`src/rtl/vga_pkg.sv`:
```
// Shared 640x480@60 video timing constants and colour-bar helpers.
// Reused by the VGA generator and other video blocks (e.g. an HDMI wrapper).
package vga_pkg;

  // Horizontal timing, in pixels.
  localparam int H_ACTIVE = 640;
  localparam int H_FP     = 16;
  localparam int H_SYNC   = 96;
  localparam int H_BP     = 48;
  localparam int H_TOTAL  = H_ACTIVE + H_FP + H_SYNC + H_BP;  // 800

  // Vertical timing, in lines.
  localparam int V_ACTIVE = 480;
  localparam int V_FP     = 10;
  localparam int V_SYNC   = 2;
  localparam int V_BP     = 33;
  localparam int V_TOTAL  = V_ACTIVE + V_FP + V_SYNC + V_BP;  // 525

  // Datapath widths and pattern geometry.
  localparam int CNT_W     = 12;
  localparam int COORD_W   = 10;
  localparam int COLOR_W   = 8;
  localparam int BAR_WIDTH = 80;  // 640 / 8 bars

  typedef logic [CNT_W-1:0] count_t;

  typedef struct packed {
    logic [COLOR_W-1:0] red;
    logic [COLOR_W-1:0] green;
    logic [COLOR_W-1:0] blue;
  } rgb_t;

  // Bar index bits map straight onto the primaries, which yields the
  // classic order black, blue, green, cyan, red, magenta, yellow, white.
  function automatic rgb_t bar_colour(input logic [2:0] bar);
    rgb_t c;
    c.red   = {COLOR_W{bar[2]}};
    c.green = {COLOR_W{bar[1]}};
    c.blue  = {COLOR_W{bar[0]}};
    return c;
  endfunction

endpackage

```
`src/rtl/vga_sync_counter.sv`:
```
// Pixel-rate enable, horizontal/vertical position counters and sync/active
// decode for the fixed 640x480@60 mode.
//   board_clock : sole clock
//   rst_n       : asynchronous active-low reset
//   dotclk      : divide-by-2 toggle flop; high means the next edge is a pixel edge
//   h_count     : 0..H_TOTAL-1
//   v_count     : 0..V_TOTAL-1
//   hsync/vsync : active-low sync pulses, decoded from the registered counters
//   active      : high inside the visible 640x480 area
module vga_sync_counter
  import vga_pkg::*;
(
  input  logic   board_clock,
  input  logic   rst_n,
  output logic   dotclk,
  output count_t h_count,
  output count_t v_count,
  output logic   hsync,
  output logic   vsync,
  output logic   active
);

  localparam count_t H_LAST       = count_t'(H_TOTAL - 1);
  localparam count_t V_LAST       = count_t'(V_TOTAL - 1);
  localparam count_t H_SYNC_START = count_t'(H_ACTIVE + H_FP);
  localparam count_t H_SYNC_END   = count_t'(H_ACTIVE + H_FP + H_SYNC);
  localparam count_t V_SYNC_START = count_t'(V_ACTIVE + V_FP);
  localparam count_t V_SYNC_END   = count_t'(V_ACTIVE + V_FP + V_SYNC);
  localparam count_t H_ACT        = count_t'(H_ACTIVE);
  localparam count_t V_ACT        = count_t'(V_ACTIVE);

  logic   dotclk_q, dotclk_d;
  count_t h_count_q, h_count_d;
  count_t v_count_q, v_count_d;
  logic   pix_en;

  // The pixel rate is an enable, not a derived clock: a pixel step happens
  // on the edge where the toggle flop is currently high.
  assign pix_en = dotclk_q;

  always_comb begin
    // NOTE: every _d gets a default before any branch, so no path leaves
    // it unassigned and no latch is inferred.
    dotclk_d  = ~dotclk_q;
    h_count_d = h_count_q;
    v_count_d = v_count_q;
    if (pix_en) begin
      // >= rather than == so a corrupted counter falls back into range.
      if (h_count_q >= H_LAST) begin
        h_count_d = '0;
        v_count_d = (v_count_q >= V_LAST) ? count_t'(0) : v_count_q + count_t'(1);
      end else begin
        h_count_d = h_count_q + count_t'(1);
      end
    end
  end

  always_ff @(posedge board_clock or negedge rst_n) begin
    if (!rst_n) begin
      dotclk_q  <= 1'b0;
      h_count_q <= '0;
      v_count_q <= '0;
    end else begin
      // NOTE: non-blocking so every flop samples pre-edge values and the
      // result does not depend on statement or block ordering.
      dotclk_q  <= dotclk_d;
      h_count_q <= h_count_d;
      v_count_q <= v_count_d;
    end
  end

  assign dotclk  = dotclk_q;
  assign h_count = h_count_q;
  assign v_count = v_count_q;
  assign hsync   = !((h_count_q >= H_SYNC_START) && (h_count_q < H_SYNC_END));
  assign vsync   = !((v_count_q >= V_SYNC_START) && (v_count_q < V_SYNC_END));
  assign active  = (h_count_q < H_ACT) && (v_count_q < V_ACT);

endmodule

```
`src/rtl/vga.sv`:
```
// Fixed-mode 640x480@60 VGA timing and colour-bar test-pattern generator.
//   board_clock, rst_n           : clock and asynchronous active-low reset
//   hsync, vsync                 : active-low sync pulses
//   red, green, blue             : 8-bit colour, 0 outside the active area
//   x_val, y_val                 : active-area coordinate, 0 outside it
//   h_count_test, v_count_test   : raw position counters (bring-up)
//   dotclk_test                  : divide-by-2 pixel-enable toggle (bring-up)
// All outputs are combinational decodes of the counter flops, so they carry
// no extra latency relative to the exported counters.
module vga
  import vga_pkg::*;
(
  input  logic               board_clock,
  input  logic               rst_n,
  output logic               hsync,
  output logic               vsync,
  output logic [COLOR_W-1:0] red,
  output logic [COLOR_W-1:0] green,
  output logic [COLOR_W-1:0] blue,
  output logic [COORD_W-1:0] x_val,
  output logic [COORD_W-1:0] y_val,
  output logic [CNT_W-1:0]   h_count_test,
  output logic [CNT_W-1:0]   v_count_test,
  output logic               dotclk_test
);

  count_t h_count;
  count_t v_count;
  logic   active;
  logic   [2:0] bar;
  rgb_t   colour;

  vga_sync_counter u_sync (
    .board_clock (board_clock),
    .rst_n       (rst_n),
    .dotclk      (dotclk_test),
    .h_count     (h_count),
    .v_count     (v_count),
    .hsync       (hsync),
    .vsync       (vsync),
    .active      (active)
  );

  always_comb begin
    x_val = '0;
    y_val = '0;
    if (active) begin
      x_val = h_count[COORD_W-1:0];
      y_val = v_count[COORD_W-1:0];
    end
  end

  // x_val < 640 inside the active area, so the quotient always fits 3 bits.
  assign bar    = 3'(x_val / COORD_W'(BAR_WIDTH));
  assign colour = active ? bar_colour(bar) : '0;

  assign red          = colour.red;
  assign green        = colour.green;
  assign blue         = colour.blue;
  assign h_count_test = h_count;
  assign v_count_test = v_count;

endmodule

```
`config.mk`:
```
export PLATFORM = sky130hd
export DESIGN_NAME = vga
export DESIGN_NICKNAME = d
export VERILOG_FILES = /design/src/rtl/vga_pkg.sv /design/src/rtl/vga_sync_counter.sv /design/src/rtl/vga.sv
export SDC_FILE = /design/constraint.sdc
export NUM_CORES = 1
export LEC_CHECK = 0
export ABC_AREA = 1
export CORE_MARGIN = 1.5
export CORE_UTILIZATION = 43
export DETAILED_ROUTE_END_ITERATION = 8
export PLACE_DENSITY = 0.8
export SLEW_MARGIN = 0
export SYNTH_ARGS = -nofsm -noshare
export SYNTH_HDL_FRONTEND = slang
export SYNTH_SLANG_ARGS = --single-unit
export TNS_END_PERCENT = 30
```
`constraint.sdc`:
```
create_clock -name board_clock -period 3.31 [get_ports board_clock]
set_input_delay 0.8275 -clock board_clock [delete_from_list [all_inputs] [get_ports board_clock]]
set_output_delay 0.8275 -clock board_clock [all_outputs]
set_load 0.02 [all_outputs]
```
==> qor.yml <==
worst_setup_path:
  endpoint_kind: "primary output"
  arrival_ps: 2390
  critPathKind: "reg2out"
  ff2ff_path_depth: 10
  required_ps: 2480
  r2r_end: "u_sync.v_count[8]$_DFFE_PN0P_"
  r2r-start: "u_sync.h_count[0]$_DFFE_PN0P_"
  critPathMaxFanout: 9
  cp-start-kind: "register"
  regToRegSetupSlack_ps: 1440
finish:
  final_nets: 300
  diodes: 0
  regArea_um2: 625.6
  fillCellCount: 361
  syn_to_final_growth_pct: 37.02
  stdcell_count: 343
  drive_above_1_share_pct: 12.29
  multi_input_area_um2: 807.0
clocking:
  clock_latency_ps: 260
  clkSinkCount: 25
  cts_tree: "yes"
  clock-root-buffer: "clkbuf_8"
  cts_buffers: 3
  clkTransAtPathRegs_ps: 90
  h-tree-depth: 1
  cts_max_path_buffers: 2
  cts_setup_buffers: 0
placed_design:
  io_buffers: 71
  hpwl_um: 3198
  placed_cells: 339
  gp_congestion: 0.8626
  detailedPlace.worstSlack_ps: 53.41
timing:
  fin_crit_sh_pct: 97.22
  fin_skew_ps: 2.667
  worst_slack_ps: 92.12
  timing_hold_violations_final: 0
  min_period_ps: 3218
  grt_setup_unrepaired: "yes"
  max_freq_ghz: 0.3108
  slew_violations: 0
  finalSetupViolCount: 0
die:
  io_pins: 73
  fp.dieW_um: 67.67
  core_area_um2: 4000
  start_util_pct: 44.95
  dieHeight_um: 67.67
  dieArea_um2: 4579
  rows: 23
min_path:
  hold_path.class: "reg2reg"
  holdPathEnd: "u_sync.h_count[10]$_DFFE_PN0P_"
  worstHoldPathCells: 2
  min_from: "u_sync.h_count[10]$_DFFE_PN0P_"
detailed_routing:
  avgViaCountPerCell: 4.828
  drt.antenna.violating_nets: 0
  first_iter_violations: 75
  wl_um: 3994
  num_vias: 1656
  routedWlPerCell_um: 11.64
  dr.pass1.iters: 4
  drc: 0
synth:
  synth_edf_count: 0
  ys.flop_type: "dfrtp_1"
  yosysMostFrequentCell: "inv_1"
  syn-num-nets: 243
  syn_avg_cell_area_um2: 7.586
  synth_top_area_share_pct: 34.79
  ys_seq_area_share_pct: 34.79
  yosys-top-cells-area: "dfrtp_1, buf_4, inv_1, nor2_1, nand2_1"
  syn_area_um2: 1798
  yosysWarningCount: 0
  synth-async-reset-ratio_pct: 100.0
  synth-seq-cells: 25
  ys_top_cells_by_count: "inv_1, nor2_1, nand2_1"
  synthCells: 237
  yosysTopAreaCell: "dfrtp_1"
  ys_types: 38
power:
  power_density_nw_per_um2: 200.8
  p_switching_uw: 103.7
  p_sw_share_pct: 20.97
  leakage_uw: 0.001255
  power_frac_clock_pct: 36.5
  p_int_uw: 390.9
  power_uw: 494.7
  pwr-share-seq_pct: 61.7
  vdd_drop_max_uv: 197.4
  power_frac_comb_pct: 1.8
global_routing:
  grt_remaining_overflow: 0
  antenna_found_initial: 0
  grt_pass1_wl_um: 6472
  grt_max_degree: 26
  grtUsageTotal_pct: 18.29
  grt_pass1_vias: 1471
run_status:
  status: "finished clean"
flow_run:
  drv_cap: 0
==> registers in the layout, summed over array words and instances, names as in the netlist <==
name            count
u_sync.dotclk       1
u_sync.v_count     12
u_sync.h_count     12
==> timing repair <==
item,4_1_cts,5_1_grt
resized for setup,16,0
cloned,0,0
hold buffers,0,0
setup endpoints to repair,16,8
==> per-stage QoR <==
| step | utilization, % | hold WS, ps | setup TNS [ps] | instance area, um2 |
|---|---|---|---|---|
| 4_1_cts | 61.59 | 555.2 | 0 | 2464 |
| 3_5_place_dp | 60.93 | 539.7 | 0 | 2437 |
| 6_report | 61.59 | 548.9 | 0 | 2464 |
| 5_1_grt | 61.59 | 576.9 | -943.2 | 2464 |
| 3_3_place_gp | 60.93 | 541.9 | 0 | 2437 |
| 2_1_floorplan | - | 531.9 | 0 | 1798 |
==> worst max-delay path, cell delays in order, from the launching register on <==
cell,delay [ps]
dfrtp_1,430
nor2_4,160
nand2_2,110
inv_2,80
nand2_4,70
nor2_8,140
inv_4,100
nor2_8,110
inv_1,40
nand2_1,80
nand3_2,80
o21ai_0,150
inv_1,50
nand2_1,150
dlygate4sd2_1,360
==> area by class of cell <==
class / count / area share (%)
clock buffers: 3 / 1.676
clock inverters: 1 / 0.2031
inverters: 49 / 7.567
multi-input cells: 138 / 32.76
flip-flops and latches: 25 / 25.39
well taps: 50 / 2.539
repair buffers: 77 / 29.86
==> power groups by stage <==
stage               clock (uW)  sequential, uW  combinational (uW)
finish                     181             305                8.90
global route               198             305                10.2
CTS                        185             305                9.31
detailed placement           0             311                9.24
global placement             0             311                9.08
floorplan                    0             311                1.89
==> how the worst max path moves through the flow <==
stage / slack [ps] / from / depth (start not counted) / endpoint
3_5_place_dp: 50 / u_sync.h_count[11]$_DFFE_PN0P_ / 16 / blue[6]
2_1_floorplan: 150 / u_sync.h_count[11]$_DFFE_PN0P_ / 16 / blue[1]
5_1_grt: -120 / u_sync.h_count[11]$_DFFE_PN0P_ / 16 / blue[1]
4_1_cts: 70 / u_sync.h_count[11]$_DFFE_PN0P_ / 16 / blue[6]
3_3_place_gp: 120 / u_sync.h_count[11]$_DFFE_PN0P_ / 14 / blue[7]
6_report: 90 / u_sync.h_count[11]$_DFFE_PN0P_ / 14 / blue[6]
==> cell usage in the layout (no fill, tap or decap), types with 2 or more instances in the layout <==
| cell type | Yosys | routed |
|---|---|---|
| inv_1 | 44 | 44 |
| a31oi_1 | 2 | 2 |
| nor3_4 | 2 | 2 |
| ha_1 | 4 | 4 |
| nor2_1 | 27 | 27 |
| clkbuf_8 | 0 | 3 |
| dlygate4sd2_1 | 0 | 16 |
| o21ai_1 | 2 | 2 |
| a21oi_1 | 7 | 7 |
| nand4_1 | 4 | 4 |
| nor3_1 | 9 | 9 |
| nand2_2 | 7 | 7 |
| dfrtp_1 | 25 | 25 |
| nor2_8 | 2 | 2 |
| nor2_2 | 3 | 3 |
| nand2_1 | 26 | 26 |
| buf_4 | 22 | 6 |
| nand3_1 | 15 | 15 |
| clkdlybuf4s50_1 | 0 | 55 |
| nor3b_1 | 2 | 2 |
| o21ai_0 | 10 | 10 |
| xor2_1 | 2 | 2 |
| inv_2 | 4 | 4 |
==> metal layers <==
metal | wire (um) | up-vias | global-route usage (%) | part of all wire [%]
met3 | 257 | 0 | 2.833 | 6.4
met2 | 1947 | 61 | 34.19 | 49
met4 | 0 | 0 | 1.531 | 0
met5 | 0 | - | 0 | 0
li1 | - | 828 | - | -
met1 | 1789 | 767 | 22.83 | 45
==> kinds of logic after synthesis <==
group	Yosys count	share of synthesized area (%)
xor gates and xnor gates	2	0.9744
and+or+nand+nor	105	32.57
DFF	25	34.79
buffers and inverters	74	20.32
AOI/OAI and AO/OA	26	8.351
adders and majority gates	4	2.784
other	1	0.2086
No activity file was read; power rests on OpenSTA's default activity.
